`src/rtl/satd_row_feeder_if.sv`:
```
// Pixel-stream and packed-row handshake bundle for the SATD row feeder.
// slave is the feeder side; master is the producer/consumer side.
interface satd_row_feeder_if #(
  parameter int PIX_W    = 8,
  parameter int ROW_PIX  = 8,
  parameter int BLK_ROWS = 8
);
  localparam int W  = PIX_W * ROW_PIX;
  localparam int RW = (BLK_ROWS > 1) ? $clog2(BLK_ROWS) : 1;

  logic [PIX_W-1:0] org_pix;
  logic             org_valid;
  logic             org_ready;
  logic [PIX_W-1:0] cur_pix;
  logic             cur_valid;
  logic             cur_ready;
  logic [W-1:0]     ORG;
  logic [W-1:0]     CUR;
  logic             out_valid;
  logic             out_ready;
  logic             out_last;
  logic [RW-1:0]    row_idx;

  modport slave (
    input  org_pix, org_valid, cur_pix, cur_valid, out_ready,
    output org_ready, cur_ready, ORG, CUR, out_valid, out_last, row_idx
  );

  modport master (
    output org_pix, org_valid, cur_pix, cur_valid, out_ready,
    input  org_ready, cur_ready, ORG, CUR, out_valid, out_last, row_idx
  );
endinterface

```
`src/rtl/satd_row_feeder.sv`:
```
// Packs org/cur pixel streams into aligned 64-bit row pairs for SATD.
// Each stream: beat packer + small row FIFO; pair emitted when both exist.
module satd_row_feeder #(
  parameter int PIX_W      = 8,
  parameter int ROW_PIX    = 8,
  parameter int BLK_ROWS   = 8,
  parameter int FIFO_DEPTH = 2
) (
  input  logic clk,
  input  logic rst,
  input  logic flush,
  satd_row_feeder_if.slave bus
);
  localparam int W  = PIX_W * ROW_PIX;
  localparam int CW = (ROW_PIX > 1) ? $clog2(ROW_PIX) : 1;
  localparam int PW = (FIFO_DEPTH > 1) ? $clog2(FIFO_DEPTH) : 1;
  localparam int NW = $clog2(FIFO_DEPTH + 1);
  localparam int RW = (BLK_ROWS > 1) ? $clog2(BLK_ROWS) : 1;

  function automatic logic [PW-1:0] nxt(input logic [PW-1:0] p);
    return (p == PW'(FIFO_DEPTH - 1)) ? '0 : p + 1'b1;
  endfunction

  logic pop;

  for (genvar s = 0; s < 2; s++) begin : g_st
    logic [PIX_W-1:0] pix;
    logic             vld;
    logic             rdy;
    logic             acc;
    logic             push;
    logic             ne;
    logic [CW-1:0]    cnt;
    logic [W-1:0]     word;
    logic [W-1:0]     word_n;
    logic [W-1:0]     head;
    logic [W-1:0]     mem [FIFO_DEPTH];
    logic [PW-1:0]    wp;
    logic [PW-1:0]    rp;
    logic [NW-1:0]    fcnt;

    assign pix  = (s == 0) ? bus.org_pix : bus.cur_pix;
    assign vld  = (s == 0) ? bus.org_valid : bus.cur_valid;
    // Only the closing beat needs FIFO room; earlier beats sit in the packer.
    assign rdy  = (cnt != CW'(ROW_PIX - 1)) || (fcnt != NW'(FIFO_DEPTH));
    assign acc  = vld && rdy;
    assign push = acc && (cnt == CW'(ROW_PIX - 1));
    assign ne   = (fcnt != '0);
    assign head = mem[rp];

    always_comb begin
      word_n = word;
      word_n[PIX_W*cnt +: PIX_W] = pix;
    end

    always_ff @(posedge clk or negedge rst) begin
      if (!rst) begin
        cnt  <= '0;
        word <= '0;
        wp   <= '0;
        rp   <= '0;
        fcnt <= '0;
        for (int i = 0; i < FIFO_DEPTH; i++) mem[i] <= '0;
      end else if (flush) begin
        cnt  <= '0;
        wp   <= '0;
        rp   <= '0;
        fcnt <= '0;
      end else begin
        if (acc) begin
          word <= word_n;
          cnt  <= push ? '0 : cnt + 1'b1;
        end
        if (push) begin
          mem[wp] <= word_n;
          wp      <= nxt(wp);
        end
        if (pop) rp <= nxt(rp);
        case ({push, pop})
          2'b10:   fcnt <= fcnt + 1'b1;
          2'b01:   fcnt <= fcnt - 1'b1;
          default: fcnt <= fcnt;
        endcase
      end
    end
  end

  logic [RW-1:0] row_q;

  assign bus.org_ready = g_st[0].rdy;
  assign bus.cur_ready = g_st[1].rdy;
  assign bus.out_valid = g_st[0].ne && g_st[1].ne;
  assign bus.ORG       = g_st[0].head;
  assign bus.CUR       = g_st[1].head;
  assign pop           = bus.out_valid && bus.out_ready;
  assign bus.row_idx   = row_q;
  assign bus.out_last  = (row_q == RW'(BLK_ROWS - 1));

  always_ff @(posedge clk or negedge rst) begin
    if (!rst) begin
      row_q <= '0;
    end else if (flush) begin
      row_q <= '0;
    end else if (pop) begin
      row_q <= (row_q == RW'(BLK_ROWS - 1)) ? '0 : row_q + 1'b1;
    end
  end
endmodule
```
`src/flat_wrapper.sv`:
```
// flat-port wrapper written by rule: the top's interface ports become plain ports
module satd_row_feeder_flat 
#(
  parameter int PIX_W      = 8,
  parameter int ROW_PIX    = 8,
  parameter int BLK_ROWS   = 8,
  parameter int FIFO_DEPTH = 2
)
  (clk, rst, flush, bus_org_pix, bus_org_valid, bus_cur_pix, bus_cur_valid, bus_out_ready, bus_org_ready, bus_cur_ready, bus_ORG, bus_CUR, bus_out_valid, bus_out_last, bus_row_idx);
  satd_row_feeder_if #(.PIX_W(PIX_W), .ROW_PIX(ROW_PIX), .BLK_ROWS(BLK_ROWS)) bus_i ();
  input  logic clk;
  input  logic rst;
  input  logic flush;
  input wire logic [$bits(bus_i.org_pix)-1:0] bus_org_pix;
  input wire logic [$bits(bus_i.org_valid)-1:0] bus_org_valid;
  input wire logic [$bits(bus_i.cur_pix)-1:0] bus_cur_pix;
  input wire logic [$bits(bus_i.cur_valid)-1:0] bus_cur_valid;
  input wire logic [$bits(bus_i.out_ready)-1:0] bus_out_ready;
  output wire logic [$bits(bus_i.org_ready)-1:0] bus_org_ready;
  output wire logic [$bits(bus_i.cur_ready)-1:0] bus_cur_ready;
  output wire logic [$bits(bus_i.ORG)-1:0] bus_ORG;
  output wire logic [$bits(bus_i.CUR)-1:0] bus_CUR;
  output wire logic [$bits(bus_i.out_valid)-1:0] bus_out_valid;
  output wire logic [$bits(bus_i.out_last)-1:0] bus_out_last;
  output wire logic [$bits(bus_i.row_idx)-1:0] bus_row_idx;
  assign bus_i.org_pix = bus_org_pix;
  assign bus_i.org_valid = bus_org_valid;
  assign bus_i.cur_pix = bus_cur_pix;
  assign bus_i.cur_valid = bus_cur_valid;
  assign bus_i.out_ready = bus_out_ready;
  assign bus_org_ready = bus_i.org_ready;
  assign bus_cur_ready = bus_i.cur_ready;
  assign bus_ORG = bus_i.ORG;
  assign bus_CUR = bus_i.CUR;
  assign bus_out_valid = bus_i.out_valid;
  assign bus_out_last = bus_i.out_last;
  assign bus_row_idx = bus_i.row_idx;
  satd_row_feeder #(.PIX_W(PIX_W), .ROW_PIX(ROW_PIX), .BLK_ROWS(BLK_ROWS), .FIFO_DEPTH(FIFO_DEPTH)) u_core (.clk(clk), .rst(rst), .flush(flush), .bus(bus_i));
endmodule
```
`config.mk`:
```
export PLATFORM = sky130hd
export DESIGN_NAME = satd_row_feeder_flat
export DESIGN_NICKNAME = d
export VERILOG_FILES = /design/src/rtl/satd_row_feeder_if.sv /design/src/rtl/satd_row_feeder.sv /design/src/flat_wrapper.sv
export SDC_FILE = /design/constraint.sdc
export NUM_CORES = 1
export LEC_CHECK = 0
export CAP_MARGIN = 20
export CORE_AREA = 2 2 190 192
export CTS_BUF_LIST = sky130_fd_sc_hd__clkbuf_8
export DETAILED_ROUTE_END_ITERATION = 6
export DIE_AREA = 0 0 192 194
export PLACE_DENSITY = 0.81
export SETUP_SLACK_MARGIN = 0.3
export SYNTH_ARGS = -nofsm -noshare
export SYNTH_HDL_FRONTEND = slang
export SYNTH_SLANG_ARGS = --single-unit
```
`constraint.sdc`:
```
create_clock -name clk -period 2.65 [get_ports clk]
set_clock_uncertainty 0.05 [all_clocks]
set_input_delay 0.53 -clock clk [delete_from_list [all_inputs] [get_ports clk]]
set_output_delay 0.53 -clock clk [all_outputs]
set_load 0.01 [all_outputs]
```
== After elaboration in Yosys (flattened, before gate mapping) ==
Index checks and enable logic that the tools add are counted.
Storage, ports and cells
  flip-flop bits (word level): 401
  bits in latches: 0
  RAM bits: 0
  ROM bits: 0
  input port bits: 22
  memories kept: 0
Cells by class
  add/subtract/negate cells: 13
  multiply operators: 0
  div/mod/pow operators: 0
  order comparisons: 6
  equal/unequal tests: 11
  shifts and indexed selects: 4
  muxes and demuxes: 39
  bitwise operators: 5
  reductions and logical operators: 23
Operator list (count)
  $mux 64: 8
  $bwmux 128: 2
  $bwmux 64: 2
  $demux 64 s1: 2
  $shift 8x34->64 const A: 2
  $shiftx 8x34->64: 2
  $neg 6->34: 2
  $mux 3: 9
  $reduce_bool 2->1: 7
  $mux 1: 12
  $add 3x1->3 const B: 3
  $eq 3x3->1 const B: 3
  $ge 2x2->1 const B: 4
  $logic_and 1x1->1: 8
  $not 1->2: 4
  $pmux 2 s2: 2
  $reduce_and 2->1: 4
  $ne 3x3->1 const B: 2
  $reduce_bool 3->1: 2
  $add 1x1->1 const B: 4
  $add 2x1->2 const B: 2
  $eq 2x1->1 const B: 2
  $eq 2x2->1 const B: 2
  $lt 2x1->1 const B: 2
  5 further kinds: 9

== Longest topological paths before layout ==
Gate-level depths: netlist (run 1).
  word-level depth: 7
  depth in mapped cells: 10

== Worst setup path after synthesis (run 1) ==
Ideal clock, no wire load.
  path type: register to register
  from: register u_core.g_st[0].cnt[0]
  to: register u_core.g_st[0].word[0]
  library setup time: 125 ps
  arrival time: 2418 ps
  data required time: 2475 ps
  setup slack: 57 ps
  stages on the path, launching flop included: 9
  buffers on the path: 2
  cells stage by stage: dfrtp_1 -> buf_2 -> inv_1 -> ha_1 -> ha_1 -> buf_4 -> nor4b_2 -> nand4_2 -> mux2_2
Between the ends
  cells in the longest elaborated chain, start to end: 4
Ends and longest elaborated chain
  start, declared: RTL line satd_row_feeder.sv:33  | logic [CW-1:0] cnt;
  start signal, assigned: RTL line satd_row_feeder.sv:72  | cnt <= push ? '0 : cnt + 1'b1;
  branches (longest 4 deep; another with $neg 6->34)
  end signal, assigned: RTL line satd_row_feeder.sv:71  | word <= word_n;
  end, declared: RTL line satd_row_feeder.sv:34  | logic [W-1:0] word;
Several ways; the timed one is not identified.
A chain may end at the register's enable or synchronous reset.

== Final worst setup path (run 1) ==
  from: register u_core.g_st[1].rp
  to: output port bus_CUR[3]
Between the ends
  cells in the longest elaborated chain, start to end: 4
Ends and longest elaborated chain
  start, declared: RTL line satd_row_feeder.sv:39  | logic [PW-1:0] rp;
  start signal, assigned: RTL line satd_row_feeder.sv:78  | if (pop) rp <= nxt(rp);
  $not 1->2 (implied by the code): RTL line satd_row_feeder.sv:49  | assign head = mem[rp];
  $mux 64 (implied by the code) (3 in a row): RTL line satd_row_feeder.sv:49
  end, declared: RTL line flat_wrapper.sv:22  | output wire logic [$bits(bus_i.CUR)-1:0] bus_CUR;
No other way between the ends. The select of a mux whose other input is x is not followed.

==> results of run 1 <==
## cell type report
| type | count | area, sq um |
|---|---|---|
| clock buffers | 90 | 1240 |
| clock inverters | 33 | 181 |
| fillers | 2345 | 11000 |
| inverters | 12 | 51.3 |
| multi-input cells | 1215 | 8820 |
| flip-flops and latches | 401 | 10000 |
| well taps | 461 | 577 |
| repair buffers | 296 | 3300 |
## per-stage QoR
step	instance area (sq um)	setup slack, ns	total power, mW
floorplan	19100	0.363	7.00
global placement	21300	0.116	7.38
detailed placement	21300	0.0567	7.43
CTS	23200	0.0522	13.1
global route	24200	0.0385	13.6
finish	24200	0.0858	13.2
## synth_stat cells, types with 2 or more instances
master and count:
nor2_4 2, nand2_1 197, a22oi_1 49, o21ai_0 116
nor3b_2 2, a2bb2oi_1 2, o21ai_1 13, nand3b_1 2
nand4b_1 8, nand4_1 5, mux2_4 48, inv_1 12
nor4b_2 2, a32oi_1 5, xor2_1 4, nor2_1 170
or3_1 3, nand4bb_1 15, o21ai_2 60, nor3_2 2
nand3b_4 4, clkbuf_1 45, buf_2 38, a21oi_1 165
buf_4 14, nand2b_1 14, mux2i_1 25, buf_6 15
nor3b_1 4, or2_1 6, mux2_2 177, nand3_1 9
o311a_1 2, nor3_1 22, a31oi_1 11, dfrtp_1 401
nor2b_1 35, or2_2 2, ha_1 16, nand3_4 3
## layer usage
| layer | global-route usage, % | part of all wire, % | routed length, um | vias to the layer above |
|---|---|---|---|---|
| met3 | 6.33 | 7.3 | 3850 | 158 |
| li1 | - | - | - | 6638 |
| met2 | 42.4 | 49 | 25500 | 621 |
| met4 | 11.5 | 4.0 | 2080 | 4 |
| met5 | 0.663 | 0.044 | 23 | - |
| met1 | 35.2 | 40 | 21000 | 7340 |
## report_power, final
| group | total, mW | internal, mW | switching [mW] |
|---|---|---|---|
| clock | 5.70 | 3.14 | 2.56 |
| combinational | 1.11 | 0.438 | 0.667 |
| sequential | 6.35 | 6.26 | 0.0895 |
## kinds of logic after synthesis
logic type                 synth area share, %
AOI/OAI and AO/OA                         13.4
adders and majority gates                 1.05
and+or+nand+nor                           13.5
buffers and inverters                     3.58
DFF                                       52.7
muxes                                     15.6
xor gates and xnor gates                 0.184
## path summary, 6_finish.rpt
| check | start | to | slack (ns) | cells past startpoint |
|---|---|---|---|---|
| max in group asynchronous | rst | u_core.bus.row_idx[0] | 1.28 | 3 |
| setup / recovery | u_core.g_st[1].rp | bus_CUR[3] | 0.09 | 5 |
| min in group asynchronous | rst | u_core.g_st[1].mem[70] | 0.49 | 2 |
| hold reg to reg | u_core.g_st[1].mem[94] | u_core.g_st[1].mem[94] | 0.43 | 2 |
| hold / removal | u_core.g_st[1].mem[94] | u_core.g_st[1].mem[94] | 0.43 | 2 |
| setup reg to reg | u_core.g_st[0].cnt[0] | u_core.g_st[0].mem[82] | 0.27 | 8 |
## flip-flops by register name, summed over array words and instances, names as in the netlist
register            cells
u_core.bus.row_idx      3
u_core.g_st.cnt         6
u_core.g_st.wp          2
u_core.g_st.fcnt        4
u_core.g_st.word      128
u_core.g_st.mem       256
u_core.g_st.rp          2
## tightest hold or removal path: cells and delay by family, from the launching register on
family,cells,cell delay (ns)
AO/OA/AOI/OAI,1,0.05
AND/OR/NAND/NOR,1,0.06
flip-flops,1,0.34
## repair_timing
item / 4_1_cts / 5_1_grt
endpoints found under the setup margin: 251 / 374
gates cloned: 9 / 8
pin swaps: 0 / 6
gates resized for setup: 495 / 260
hold endpoints to repair: 68 / 0
buffers inserted: 21 / 43
hold buffers: 1 / 0
==> metrics, run 1 <==
area of the core=35200 sq um; layout cells sized above 1=36.1%; Max Cap Viol=0; DR vias=14.8k; Die Height=194 um; Row Count=69; PD cells=544 nW/um^2; number of synthesized flops with an enable pin=0; largest cells by area after synthesis=dfrtp_1, mux2_2, a21oi_1; largest net degree at the start of global routing=81; Synth Area per Inst=10.9 sq um; TritonCTS clock tree=yes; most frequent cells in the layout=dfrtp_1, nand2_1, nor2_1; slew at the pin closest to its max-slew limit=0.703 ns; Slew Limit Fails=0; fin util=68.7%; status=finished clean; Peak Freq=390 MHz; GRT overflow=0; Vias/cell=5.89; placed insts=2303; crit end category=output pin; slowest stage cell, crit path=dfrtp_2; Worst EP required=2.07 ns; crit path kind=flop to output pin; Post-Synthesis Cell Area=19000 sq um; CTS H-tree depth=3; register area share after synthesis=52.7%; Top Ports=157; Critical Path, Cell by Cell=buf_6 -> clkbuf_16 -> buf_4 -> mux2_4 -> buf_6; Worst path most repeated cell=buf_6; DR WL/cell=20.9 um; CTS Buf Count=69; initial antenna violation count=2; worst skew pair latency=0.62 ns; clock tree buffer depth=3; clk root buf=clkbuf_8; ys async rst share=100%; most common cell after layout, fill and taps aside=dfrtp_1; Finished Layout Cells=2508; startpoint types=flop; Main synth FF type=dfrtp_1; Die W=192 um; Cells after Synth=1739; Distinct cells, synth=54; final worst path period share=96.8%; CP peak stage delay=0.45 ns; Clock transition at path regs=0.06 ns; Starting Density=54.0%; Critical Path AT=1.98 ns; setup TNS=0 ns; top cell family by delay on the critical path=buffers and inverters; gr usage total=26.8%; I/O Buffers=156; vias in the first global route=14.6k; Placer Congestion=0.900; P&R area growth vs syn=27.2%; number of diodes=0; worst min path class=flop to flop; critical path fanouts, max=7; hpwl dp=31800 um; cell taking the most area after synthesis=dfrtp_1; Setup Viol. Count Final=0; Leakage=11.4 nW; Yosys reg bits=401; initial DRC count=1091; Final ANT Viol Nets=0; nets=2033; final-layout worst hold slack=0.428 ns; final hold violations=0; # DRC=0; Buf+Inv Stages, Crit Path=4; Die ar.=37200 sq um; Yosys top cell area share=52.7%; Final min period=2.56 ns; Pre-Repair DR Iteration Count=5; Ys Warns=0; maximum VDD drop=0.426 mV; syn nets=1777; first-pass GRT wire length=78100 um; wirelength, routed=52400 um; Max-slew headroom=53.1%; RSZ-0062 raised after global routing=true; Clock Sinks=401
No activity file was read; power rests on OpenSTA's default activity.
==> run 2, diff against run 1 <==
- CTS_CLUSTER_SIZE: unset -> 16
==> run 2 against run 1 <==
Compared with the run above:
- first-iteration DRC count up 14%
- via count rose by 0.16%
- register-to-register slack gained 0.02 ns
- core utilization fell by 0.20 points
- non-clock buffer count shrank 27
==> metrics, run 2 (same netlist as run 1, synthesis figures left out) <==
number of diodes=0; R2R Path End=u_core.g_st[0].word[0]; Worst EP required=2.07 ns; WHS Endpoint=u_core.g_st[1].mem[70]; Final min period=2.56 ns; I/O Buffers=156; Worst path most repeated cell=buf_6; fillcell total=2337; worst skew pair latency=0.63 ns; hpwl dp=31800 um; PD cells=549 nW/um^2; Peak Freq=390 MHz; status=finished clean; Die ar.=37200 sq um; critical path fanouts, max=8; setup TNS=0 ns; initial antenna violation count=3; final worst path period share=96.7%; Die Height=194 um; Max-slew headroom=52.2%; worst min path class=flop to flop; most frequent cells in the layout=dfrtp_1, nand2_1, nor2_1; Largest register FFs=256; Placer Congestion=0.900; Row Count=69; crit end category=output pin; startpoint types=flop; DR vias=14.8k; Setup Viol. Count Final=0; slew at the pin closest to its max-slew limit=0.717 ns; Critical Path AT=1.98 ns; reg2reg start=u_core.g_st[0].cnt[0]; layout cells sized above 1=35.1%; gr usage total=26.8%; biggest regs=u_core.g_st.mem x256, u_core.g_st.word x128, u_core.g_st.cnt x6; wirelength, routed=52900 um; Max Cap Viol=0; setup slack, reg-to-reg=0.29 ns; # DRC=0; vias in the first global route=14.5k; slowest stage cell, crit path=dfrtp_2; Leakage=11.3 nW; Critical Path, Cell by Cell=buf_6 -> clkbuf_16 -> buf_6 -> mux2_4 -> buf_6; area of the core=35200 sq um; Vias/cell=5.96; Clock Sinks=401; Pre-Repair DR Iteration Count=5; CTS Buf Count=69; initial DRC count=1239; TritonCTS clock tree=yes; Clock transition at path regs=0.06 ns; first-pass GRT wire length=77900 um; CP peak stage delay=0.46 ns; CTS H-tree depth=3; Slew Limit Fails=0; min-delay src=u_core.g_st[1].mem[70]; Final ANT Viol Nets=0; P&R area growth vs syn=26.9%; GRT overflow=0; clk root buf=clkbuf_8; RSZ-0062 raised after global routing=true; Biggest register=u_core.g_st.mem; hold path cells=2; largest net degree at the start of global routing=81; total power=13.3 mW; clock tree buffer depth=3; R2R cell count=7; most common cell after layout, fill and taps aside=dfrtp_1; DR WL/cell=21.3 um; Starting Density=54.0%; Top Ports=157; crit path kind=flop to output pin; nets=2004; maximum VDD drop=0.408 mV; Die W=192 um; final hold violations=0
[run 2: cell types whose count changed in the layout (fill, tap and decap cells not counted), sizes merged, moves of 2 or more]
cell          before  now
buf              252  218
dlygate4sd2        2    0
clkbuf           107  114
clkinvlp           7    5
inv               30   34
dlymetal6s2s       0    2
[run 2: area by class of cell]
| type | count | area, sq um | area share (%) |
|---|---|---|---|
| Tap cell | 461 | 577 | 2.39 |
| Sequential cell | 401 | 10000 | 41.6 |
| Multi-Input combinational cell | 1213 | 8890 | 36.8 |
| Timing Repair Buffer | 269 | 3140 | 13.0 |
| Clock inverter | 36 | 215 | 0.891 |
| Clock buffer | 89 | 1220 | 5.07 |
| Inverter | 12 | 45.0 | 0.187 |
[run 2: worst max-delay path by stage]
stage,from,endpoint,slack [ns]
final,u_core.g_st[1].rp,bus_CUR[47],0.09
after global routing,u_core.g_st[1].rp,bus_CUR[0],0.06
after CTS,u_core.g_st[1].rp,bus_CUR[7],0.05
after detailed placement,flush,u_core.g_st[1].word[50],0.06
after global placement,flush,u_core.g_st[1].word[57],0.12
after floorplan,u_core.g_st[0].cnt[0],u_core.g_st[0].word[32],0.36
[run 2: metrics by stage]
step,instance area (sq um),worst slack [ns],instances,utilization (%),hold WS (ns)
final,24100,0.0885,2481,68.5,0.423
after global routing,24100,0.0578,2481,68.5,0.453
after CTS,23200,0.0477,2451,65.8,0.425
after detailed placement,21300,0.0567,2303,60.5,0.412
after global placement,21300,0.116,2303,60.5,0.406
after floorplan,19100,0.363,1739,-,0.184
[run 2: what timing repair did]
item | CTS | global route
hold buffers | 1 | 0
pin swaps | 0 | 6
endpoints found under the setup margin | 250 | 362
resized for setup | 395 | 385
hold endpoints to repair | 68 | 0
gates cloned | 9 | 6
buffers inserted | 13 | 24
[run 2: critical path, delay by kind of cell, from the launching register on]
kind / cells / cell delay [ns]
mux: 1 / 0.31
buf+inv: 4 / 0.60
flops: 1 / 0.46
[run 2: where the power goes]
group / switching [mW] / internal, mW / total [mW]
clock: 2.62 / 3.21 / 5.83
combinational: 0.656 / 0.419 / 1.07
sequential: 0.0851 / 6.26 / 6.35
total: 3.36 / 9.89 / 13.3
[run 2: per-layer routing]
| layer | global-route usage [%] | wire (um) | up-vias |
|---|---|---|---|
| met5 | 0 | 33 | - |
| met4 | 11.4 | 2210 | 6 |
| met3 | 6.32 | 4130 | 179 |
| met2 | 42.5 | 25700 | 644 |
| met1 | 35.4 | 20800 | 7380 |
| li1 | - | - | 6576 |
==> run 3, diff against run 2 <==
- TNS_END_PERCENT: unset -> 30
==> run 3 against run 2 <==
Compared with the run above:
- count of clock-buffer cells in the layout rose by 8
- sequential power barely moved
- final area fell by 1.6%
- setup slack improved by 0.052 ns
- total power rose by 1.3%
- critical path depth did not move
==> metrics, run 3 (same netlist as run 1, synthesis figures left out) <==
# DRC=0; Vias/cell=5.85; Critical Path AT=1.93 ns; number of diodes=0; Critical Path, Cell by Cell=buf_6 -> clkbuf_16 -> buf_4 -> mux2_2 -> clkbuf_2; most frequent cells in the layout=dfrtp_1, nand2_1, nor2_1; CTS Buf Count=66; GRT overflow=0; internal power=10.2 mW; PD cells=565 nW/um^2; most common cell after layout, fill and taps aside=dfrtp_1; clk root buf=clkbuf_8; Psw=3.25 mW; placed cell area=21300 sq um; setup TNS=0 ns; Final ANT Viol Nets=0; Pre-Repair DR Iteration Count=5; nets=2007; combinational power share=7.7%; Row Count=69; final worst path period share=94.7%; Clk pwr share=45.0%; crit path kind=flop to output pin; Max Cap Viol=0; I/O Buffers=156; Largest register FFs=256; gr usage total=27.1%; Biggest register=u_core.g_st.mem; Slew Limit Fails=0; R2R Path End=u_core.g_st[0].word[9]; initial DRC count=936; Peak Freq=398 MHz; first-pass GRT wire length=79400 um; Buf+Inv Stages, Crit Path=4; P&R area growth vs syn=24.8%; DR vias=14.5k; final hold violations=0; RSZ-0062 raised after global routing=true; R2R cell count=7; cell area after layout=23700 sq um; largest net degree at the start of global routing=75; Placer Congestion=0.926; Setup Viol. Count Final=0; placed insts=2303; Starting Density=54.0%; layout cells sized above 1=33.7%; top cell family by delay on the critical path=buffers and inverters; Die W=192 um; slowest stage cell, crit path=dfrtp_2; Leakage=11.3 nW; worst skew pair latency=0.61 ns; CP peak stage delay=0.43 ns; Clock transition at path regs=0.07 ns; Worst EP required=2.07 ns; hpwl dp=31700 um; critical path fanouts, max=8; final-layout worst hold slack=0.428 ns; total power=13.4 mW; pre-CTS setup slack=0.0505 ns; setup slack, reg-to-reg=0.17 ns; Top Ports=157; Final min period=2.51 ns; CTS H-tree depth=3; Clock Sinks=401; fin util=67.4%; final setup margin=0.140 ns; clock tree buffer depth=3; maximum VDD drop=0.443 mV; sequential power share=47.2%; vias in the first global route=14.6k; startpoint types=flop; TritonCTS clock tree=yes; Sw Share=24.2%; Die ar.=37200 sq um; wirelength, routed=51500 um; Finished Layout Cells=2481; reg2reg start=u_core.g_st[0].cnt[0]; biggest regs=u_core.g_st.mem x256, u_core.g_st.word x128, u_core.g_st.cnt x6; slew at the pin closest to its max-slew limit=1.01 ns; status=finished clean; Die Height=194 um; initial antenna violation count=2; worst min path class=primary input to async pin; Max-slew headroom=32.8%; DR WL/cell=20.7 um; crit end category=output pin; area of the core=35200 sq um
[run 3: cell count changes in the layout (fill, tap and decap cells not counted), moves of 7 or more]
cell	delta
a21oi_2	-7
buf_4	+18
clkbuf_2	+14
buf_6	-35
mux2_4	-25
buf_2	+9
a21oi_1	+7
mux2_2	+25
clkbuf_8	+8
clkinv_2	-7
[run 3: worst register-to-register path: cells and delay by family (launching register included)]
| family | cells | cell delay, ns |
|---|---|---|
| AND/OR/NAND/NOR | 1 | 0.32 |
| adder cells (fa/ha/maj) | 2 | 0.65 |
| flip-flops | 1 | 0.43 |
| buffers and inverters | 2 | 0.25 |
| AO/OA/AOI/OAI | 2 | 0.63 |
[run 3: worst max path at each step]
| stage | start | endpoint | slack, ns | depth (start not counted) |
|---|---|---|---|---|
| 2_1_floorplan | u_core.g_st[1].cnt[0] | u_core.g_st[1].word[0] | 0.30 | 7 |
| 3_3_place_gp | flush | u_core.g_st[1].word[57] | 0.1 | 5 |
| 3_5_place_dp | flush | u_core.g_st[1].word[20] | 0.05 | 5 |
| 4_1_cts | u_core.g_st[0].rp | bus_ORG[63] | 0.05 | 4 |
| 5_1_grt | u_core.g_st[0].cnt[0] | u_core.g_st[0].word[9] | 0.06 | 7 |
| 6_report | u_core.g_st[0].rp | bus_ORG[2] | 0.14 | 5 |
[run 3: power by group through the flow]
| stage | clock network [mW] | logic (mW) | registers, mW |
|---|---|---|---|
| 2_1_floorplan | 0 | 0.565 | 6.42 |
| 3_3_place_gp | 0 | 0.950 | 6.43 |
| 3_5_place_dp | 0 | 0.982 | 6.44 |
| 4_1_cts | 6.10 | 0.986 | 6.33 |
| 5_1_grt | 6.40 | 1.12 | 6.35 |
| 6_report | 6.04 | 1.04 | 6.34 |
[run 3: layout make-up]
cell class / count / area [sq um]
fillers: 2467 / 11500
repair buffers: 275 / 2950
multi-input cells: 1213 / 8640
inverters: 12 / 45.0
flip-flops and latches: 401 / 10000
clock inverters: 22 / 165
clock buffers: 97 / 1340
well taps: 461 / 577
[run 3: repair_timing]
action | 4_1_cts | 5_1_grt
pin swaps | 0 | 2
endpoints found under the setup margin | 287 | 362
gates resized for setup | 442 | 227
gates cloned | 9 | 4
hold buffers | 1 | 0
buffers inserted | 18 | 27
endpoints found under the hold margin | 47 | 0
[run 3: routing by layer]
metal  GRT usage [%]  wire length (um)
met1            36.3             21100
met2            44.3             25100
met3            4.85              3360
met4            10.1              1830
met5               0                25
